File: config.mk
export PLATFORM = sky130hd
export DESIGN_NAME = hb_dec_mc
export DESIGN_NICKNAME = d
export VERILOG_FILES = /design/src/rtl/hb_dec_mc.sv
export SDC_FILE = /design/constraint.sdc
export NUM_CORES = 2
export LEC_CHECK = 0
export BUFFER_PORTS_ARGS = -buffer_cell sky130_fd_sc_hd__buf_2
export CAP_MARGIN = 25
export CELL_PAD_IN_SITES_DETAIL_PLACEMENT = 1
export CELL_PAD_IN_SITES_GLOBAL_PLACEMENT = 2
export CORE_MARGIN = 1
export CORE_UTILIZATION = 47
export CTS_CLUSTER_SIZE = 25
export DETAILED_ROUTE_END_ITERATION = 10
export PLACE_DENSITY = 0.95
export SETUP_SLACK_MARGIN = 0.4
export SLEW_MARGIN = 15
export SYNTH_ARGS = -nofsm -noshare
export SYNTH_HDL_FRONTEND = slang
export SYNTH_SLANG_ARGS = --single-unit
File: constraint.sdc
create_clock -name clk -period 11.04 [get_ports clk]
set_input_delay 0.552 -clock clk [delete_from_list [all_inputs] [get_ports clk]]
set_output_delay 0.552 -clock clk [all_outputs]
set_load 0.02 [all_outputs]
File: src/rtl/hb_dec_mc.sv
// hb_dec_mc: multi-channel 7-tap halfband decimator.
// One stage decimates by 2; mode=1 cascades a second identical stage for /4.
// All lanes share the input strobe, the per-stage phase and the output strobe.
module hb_dec_mc #(
    parameter int WIDTH = 24,
    parameter int NCH   = 2
) (
    input  logic                   clk,
    input  logic                   rst_n,
    input  logic                   run,
    input  logic                   bypass,
    input  logic                   mode,
    input  logic                   stb_in,
    input  logic [NCH*WIDTH-1:0]   data_in,
    output logic                   stb_out,
    output logic [NCH*WIDTH-1:0]   data_out
);
    logic                  run_q;
    logic                  mode_q;
    logic                  byp_q;
    logic                  run_rise;
    logic                  acc;
    logic                  s1_clr;
    logic                  s1_stb_in;
    logic                  s1_stb;
    logic                  s2_clr;
    logic                  s2_stb_in;
    logic                  s2_stb;
    logic [NCH*WIDTH-1:0]  s1_dout;
    logic [NCH*WIDTH-1:0]  s2_dout;
    logic                  stb_out_q;
    logic                  stb_out_d;
    logic [NCH*WIDTH-1:0]  data_out_q;
    logic [NCH*WIDTH-1:0]  data_out_d;

    // A strobe arriving together with the rising edge of run is not accepted.
    assign run_rise = run & ~run_q;
    assign acc      = run & run_q & stb_in;

    // Track run and latch the operating mode only when run rises.
    always_ff @(posedge clk or negedge rst_n) begin
        if (!rst_n) begin
            run_q  <= 1'b0;
            mode_q <= 1'b0;
            byp_q  <= 1'b0;
        end else begin
            run_q <= run;
            if (run_rise) begin
                mode_q <= mode;
                byp_q  <= bypass;
            end
        end
    end

    // Filter state is held at zero while stopped or bypassed; stage 2 only runs in /4 mode.
    assign s1_clr    = ~run | byp_q;
    assign s1_stb_in = acc & ~byp_q;
    assign s2_clr    = ~run | byp_q | ~mode_q;
    assign s2_stb_in = s1_stb & mode_q;

    hb_dec_stage #(.WIDTH(WIDTH), .NCH(NCH)) u_stage1 (
        .clk    (clk),
        .rst_n  (rst_n),
        .clr_i  (s1_clr),
        .stb_i  (s1_stb_in),
        .din_i  (data_in),
        .stb_o  (s1_stb),
        .dout_o (s1_dout)
    );

    hb_dec_stage #(.WIDTH(WIDTH), .NCH(NCH)) u_stage2 (
        .clk    (clk),
        .rst_n  (rst_n),
        .clr_i  (s2_clr),
        .stb_i  (s2_stb_in),
        .din_i  (s1_dout),
        .stb_o  (s2_stb),
        .dout_o (s2_dout)
    );

    // Select the output source; anything still in flight when run drops is discarded.
    always_comb begin
        stb_out_d  = 1'b0;
        data_out_d = data_out_q;
        if (run) begin
            if (byp_q) begin
                stb_out_d = acc;
                if (acc) data_out_d = data_in;
            end else if (mode_q) begin
                stb_out_d = s2_stb;
                if (s2_stb) data_out_d = s2_dout;
            end else begin
                stb_out_d = s1_stb;
                if (s1_stb) data_out_d = s1_dout;
            end
        end
    end

    // Output register.
    always_ff @(posedge clk or negedge rst_n) begin
        if (!rst_n) begin
            stb_out_q  <= 1'b0;
            data_out_q <= '0;
        end else begin
            stb_out_q  <= stb_out_d;
            data_out_q <= data_out_d;
        end
    end

    assign stb_out  = stb_out_q;
    assign data_out = data_out_q;
endmodule

// One halfband /2 stage: delay line updates on the accepted strobe (T), the exact
// sum registers at T+1, and the rounded/saturated value is presented combinationally
// from the sum register so the next consumer registers it at T+2.
module hb_dec_stage #(
    parameter int WIDTH = 24,
    parameter int NCH   = 2
) (
    input  logic                   clk,
    input  logic                   rst_n,
    input  logic                   clr_i,
    input  logic                   stb_i,
    input  logic [NCH*WIDTH-1:0]   din_i,
    output logic                   stb_o,
    output logic [NCH*WIDTH-1:0]   dout_o
);
    localparam int SW = WIDTH + 6;

    logic phase_q;
    logic pend_q;
    logic vld_q;

    // Phase toggles per accepted sample; only odd-phase samples produce an output.
    always_ff @(posedge clk or negedge rst_n) begin
        if (!rst_n) begin
            phase_q <= 1'b0;
            pend_q  <= 1'b0;
            vld_q   <= 1'b0;
        end else if (clr_i) begin
            phase_q <= 1'b0;
            pend_q  <= 1'b0;
            vld_q   <= 1'b0;
        end else begin
            pend_q <= stb_i & phase_q;
            vld_q  <= pend_q;
            if (stb_i) phase_q <= ~phase_q;
        end
    end

    assign stb_o = vld_q;

    genvar gi;
    generate
        for (gi = 0; gi < NCH; gi++) begin : g_lane
            logic signed [WIDTH-1:0] x_in;
            logic signed [WIDTH-1:0] line_q [7];
            logic signed [SW-1:0]    e0, e2, e3, e4, e6;
            logic signed [SW-1:0]    sum_d;
            logic signed [SW-1:0]    sum_q;
            logic signed [SW-1:0]    rnd;
            logic                    ovf;

            assign x_in = din_i[gi*WIDTH +: WIDTH];

            // Delay line x[n]..x[n-6], shifted on each accepted sample.
            always_ff @(posedge clk or negedge rst_n) begin
                if (!rst_n) begin
                    for (int k = 0; k < 7; k++) line_q[k] <= '0;
                end else if (clr_i) begin
                    for (int k = 0; k < 7; k++) line_q[k] <= '0;
                end else if (stb_i) begin
                    line_q[0] <= x_in;
                    for (int k = 6; k > 0; k--) line_q[k] <= line_q[k-1];
                end
            end

            // Taps {-1,0,9,16,9,0,-1}: multiplies reduce to shifts and adds.
            assign e0 = SW'(line_q[0]);
            assign e2 = SW'(line_q[2]);
            assign e3 = SW'(line_q[3]);
            assign e4 = SW'(line_q[4]);
            assign e6 = SW'(line_q[6]);
            assign sum_d = (e2 <<< 3) + e2 + (e3 <<< 4) + (e4 <<< 3) + e4 - e0 - e6;

            // Capture the exact sum only for samples that will produce an output.
            always_ff @(posedge clk or negedge rst_n) begin
                if (!rst_n) begin
                    sum_q <= '0;
                end else if (clr_i) begin
                    sum_q <= '0;
                end else if (pend_q) begin
                    sum_q <= sum_d;
                end
            end

            // Round half up, then clamp to the WIDTH-bit signed range.
            assign rnd = (sum_q + SW'(16)) >>> 5;
            assign ovf = (rnd[SW-1:WIDTH-1] != {(SW-WIDTH+1){rnd[SW-1]}});
            assign dout_o[gi*WIDTH +: WIDTH] = !ovf      ? rnd[WIDTH-1:0] :
                                               rnd[SW-1] ? {1'b1, {(WIDTH-1){1'b0}}} :
                                                           {1'b0, {(WIDTH-1){1'b1}}};
        end
    endgenerate
endmodule
==> results.py <==
metrics = {
    "logic_synthesis": {
        "synth.most_common_cell": "dfrtp_1",
        "synth_top_cells_by_area": "dfrtp_1 (40%), fa_1 (16%), a22o_1 (11%)",
        "synthTopCellsByCount": "dfrtp_1 (834), inv_1 (649), a22o_1 (634)",
        "synth_top_area_share_pct": 40.3,
        "synth_area_um2": 51800,
        "syn_avg_cell_area_um2": 10.8,
        "synth_nets": 5486,
        "synthFlopType": "dfrtp_1",
        "yosys_warnings": 0,
        "ys_seq_area_share_pct": 40.3,
        "synth-edff-count": 0,
        "syn_inst": 4790,
        "async_flop_share_pct": 100,
        "ys_ff_latch": 834,
        "yosys.area.top_type": "dfrtp_1",
        "ys_types": 77,
    },
    "final_layout": {
        "layout-drive-gt1-share_pct": 6.79,
        "final-seq-area_um2": 20900,
        "num-fill-cells": 11631,
        "multi_input_area_um2": 27800,
        "area_delta_synth_final_pct": 9.95,
        "num-nets-final": 5505,
    },
    "status": {
        "status": "completed",
    },
    "grt": {
        "grt_pass1_vias": 41165,
        "track_usage_pct": 26.8,
        "antenna_found_initial": 7,
        "grt_pass1_wl_mm": 235,
        "grt_max_degree": 231,
        "grt_overflow_total": 0,
    },
    "floorplanning": {
        "ioPinCount": 103,
        "fp.dieW_um": 334,
        "die-area_um2": 112000,
        "core_um2": 109000,
        "die_y_um": 334,
        "rows": 121,
        "start_util_pct": 47.5,
    },
    "clock_network": {
        "clock_latency_ns": 0.69,
        "cts_hold_buf": 1,
        "cts_buffer_depth": 3,
        "cts_tree": "yes",
        "cts_resized": 0,
        "cts_sinks": 834,
        "path_clk_slew_ns": 0.06,
        "cts_root_buf": "clkbuf_16",
        "cts_made_buffers": 92,
        "htreeDepth": 3,
        "cts_setup_buffers": 0,
    },
    "timing": {
        "clock_skew_ns": 0.0311,
        "relSlewSlack_pct": 24.8,
        "rsz0062_at_grt": "false",
        "tns_ns": 0,
        "finalHoldViolations": 0,
        "finalSetupViolations": 0,
        "final_max_slew_viol_count": 0,
        "fin_crit_sh_pct": 67.4,
        "fin_crit_ns": 7.44,
        "fmax_mhz": 134,
        "worst_pin_slew_ns": 1.13,
        "timing.final.ws_setup_ns": 3.60,
    },
    "placed_design": {
        "dp_hpwl_mm": 106,
        "gp_congestion": 0.867,
        "place_ws_ns": 3.66,
        "portBuffers": 102,
    },
    "worst_setup_path": {
        "cp-start-kind": "register",
        "worst-setup-path-type": "reg -> reg",
        "reg2reg_depth": 26,
        "end_kind": "register",
        "critical_path_required_ns": 11.65,
        "arrival_ns": 8.05,
        "crit_path_max_fanout": 4,
    },
    "pwr": {
        "pwr_density_cell_nw_per_um2": 129,
        "ir_drop_v": 0.000173,
        "leakage_nw": 27.7,
    },
    "route": {
        "wl_mm": 146,
        "wl_met3_mm": 7.12,
        "drc": 0,
        "vias_per_cell": 5.88,
        "vias": 37339,
        "wl_met1_mm": 61.3,
        "drtAntennaViolNets": 0,
        "wl_per_cell_um": 23.0,
        "dr_wl_met2_mm": 71.7,
        "dr.pass1.iters": 5,
        "topRoutingLayerUsed": "met5",
        "drt-initial-drc-count": 2628,
    },
    "worst_hold_path": {
        "min_delay_path_depth": 1,
        "hp-class": "in -> reg",
    },
    "flow_run": {
        "cap_violations": 0,
    },
}
==> critical path, cell delays in order, from the launching register on <==
cell	delay, ns
dfrtp_1	0.43
inv_1	0.09
fa_1	0.46
inv_1	0.07
ha_1	0.19
inv_1	0.07
fa_1	0.47
nand3b_1	0.20
a211oi_1	0.37
nor4b_1	0.17
or4b_2	0.64
o211ai_1	0.17
a21oi_1	0.15
o21bai_1	0.25
a21oi_1	0.12
xnor2_1	0.22
fa_1	0.47
fa_1	0.50
inv_1	0.06
fa_1	0.50
inv_1	0.05
ha_1	0.19
or3_1	0.36
nor3_1	0.34
o21ai_0	0.23
or4_1	0.50
nand3_1	0.08
==> path summary, 6_finish.rpt <==
check	endpoint	start	slack (ns)
max reg2reg	u_stage2.g_lane[0].sum_q[29]	u_stage2.g_lane[0].e2[1]	3.60
min in group asynchronous	u_stage2.g_lane[0].line_q[127]	rst_n	0.43
min	run_q	run	0.09
min reg2reg	data_out[3]	data_out[3]	0.49
max in group asynchronous	u_stage1.g_lane[1].line_q[28]	rst_n	8.34
max	u_stage2.g_lane[0].sum_q[29]	u_stage2.g_lane[0].e2[1]	3.60
==> sequential cells by signal, summed over array words and instances (netlist names), 52 cells and up <==
register	flops
u_stage1.g_lane.sum_q	52
u_stage1.g_lane.line_q	96
u_stage2.g_lane.line_q	96
u_stage2.g_lane.sum_q	52
==> placed cells by master (no fill, tap or decap), types with 8 or more instances in the layout <==
cell / Yosys / final
o31ai_1: 15 / 15
a211oi_1: 32 / 32
mux2i_1: 53 / 53
and4_1: 12 / 12
clkbuf_16: 0 / 94
or2_2: 12 / 12
nor3_1: 34 / 34
and2_1: 20 / 20
xor2_1: 127 / 127
a221oi_1: 24 / 24
buf_4: 0 / 21
and3_1: 37 / 36
a22o_1: 634 / 634
clkbuf_1: 188 / 12
nand2b_1: 26 / 26
ha_1: 238 / 238
xnor2_1: 160 / 160
a21oi_1: 191 / 189
o21a_1: 26 / 26
bufinv_16: 0 / 12
nand2_1: 245 / 244
nor2b_1: 21 / 21
or3_1: 9 / 9
o21bai_1: 14 / 14
clkinv_2: 0 / 24
nor2_1: 226 / 221
a21boi_0: 8 / 8
o211ai_1: 20 / 20
o21ai_0: 174 / 174
nand4_1: 33 / 33
buf_2: 6 / 101
inv_1: 649 / 649
a21o_1: 65 / 65
fa_1: 404 / 404
dfrtp_1: 834 / 831
nand3_1: 84 / 83
a31oi_1: 35 / 35
==> layout make-up <==
cell class | instances | share of cell area (%)
Clock inverter | 48 | 1.05
Sequential cell | 834 | 36.6
Timing Repair Buffer | 136 | 1.64
Clock buffer | 113 | 4.37
Inverter | 651 | 4.29
Tap cell | 1476 | 3.24
Antenna cell | 2 | 0.00878
Multi-Input combinational cell | 3094 | 48.8
==> metrics by stage <==
| step | hold WS (ns) | power [mW] | util (%) | cells | area, um2 |
|---|---|---|---|---|---|
| floorplan | 0.256 | 3.75 | - | 4790 | 51800 |
| global placement | 0.463 | 4.11 | 49.2 | 6183 | 53800 |
| detailed placement | 0.463 | 4.14 | 49.3 | 6184 | 53800 |
| CTS | 0.0461 | 7.39 | 52.1 | 6346 | 56900 |
| global route | 0.0585 | 7.59 | 52.2 | 6354 | 57000 |
| finish | 0.0900 | 7.34 | 52.2 | 6354 | 57000 |
==> layer usage <==
metal | vias up | global-route usage (%)
met1 | 19774 | 34.8
met4 | 6 | 9.95
met3 | 243 | 4.74
li1 | 16593 | -
met2 | 723 | 44.7
met5 | - | 0
==> report_power, final <==
| part | switching, mW | leakage [nW] | total (mW) | internal (mW) |
|---|---|---|---|---|
| Combinational | 0.609 | 14.7 | 0.884 | 0.275 |
| Clock | 1.35 | 1.52 | 3.23 | 1.88 |
| Sequential | 0.0945 | 11.5 | 3.22 | 3.13 |
==> kinds of logic (layout without fill, tap and decap cells) <==
family	after synthesis	after routing	share of synthesized area, %
adders and majority gates	642	642	21.3
DFF	834	834	40.3
buffers and inverters	862	948	6.25
other	0	2	0
muxes	58	58	1.13
and+or+nand+nor	794	794	7.21
AOI/OAI and AO/OA	1313	1313	19.0
xor gates and xnor gates	287	287	4.85
(Power assumes the default switching activity.)
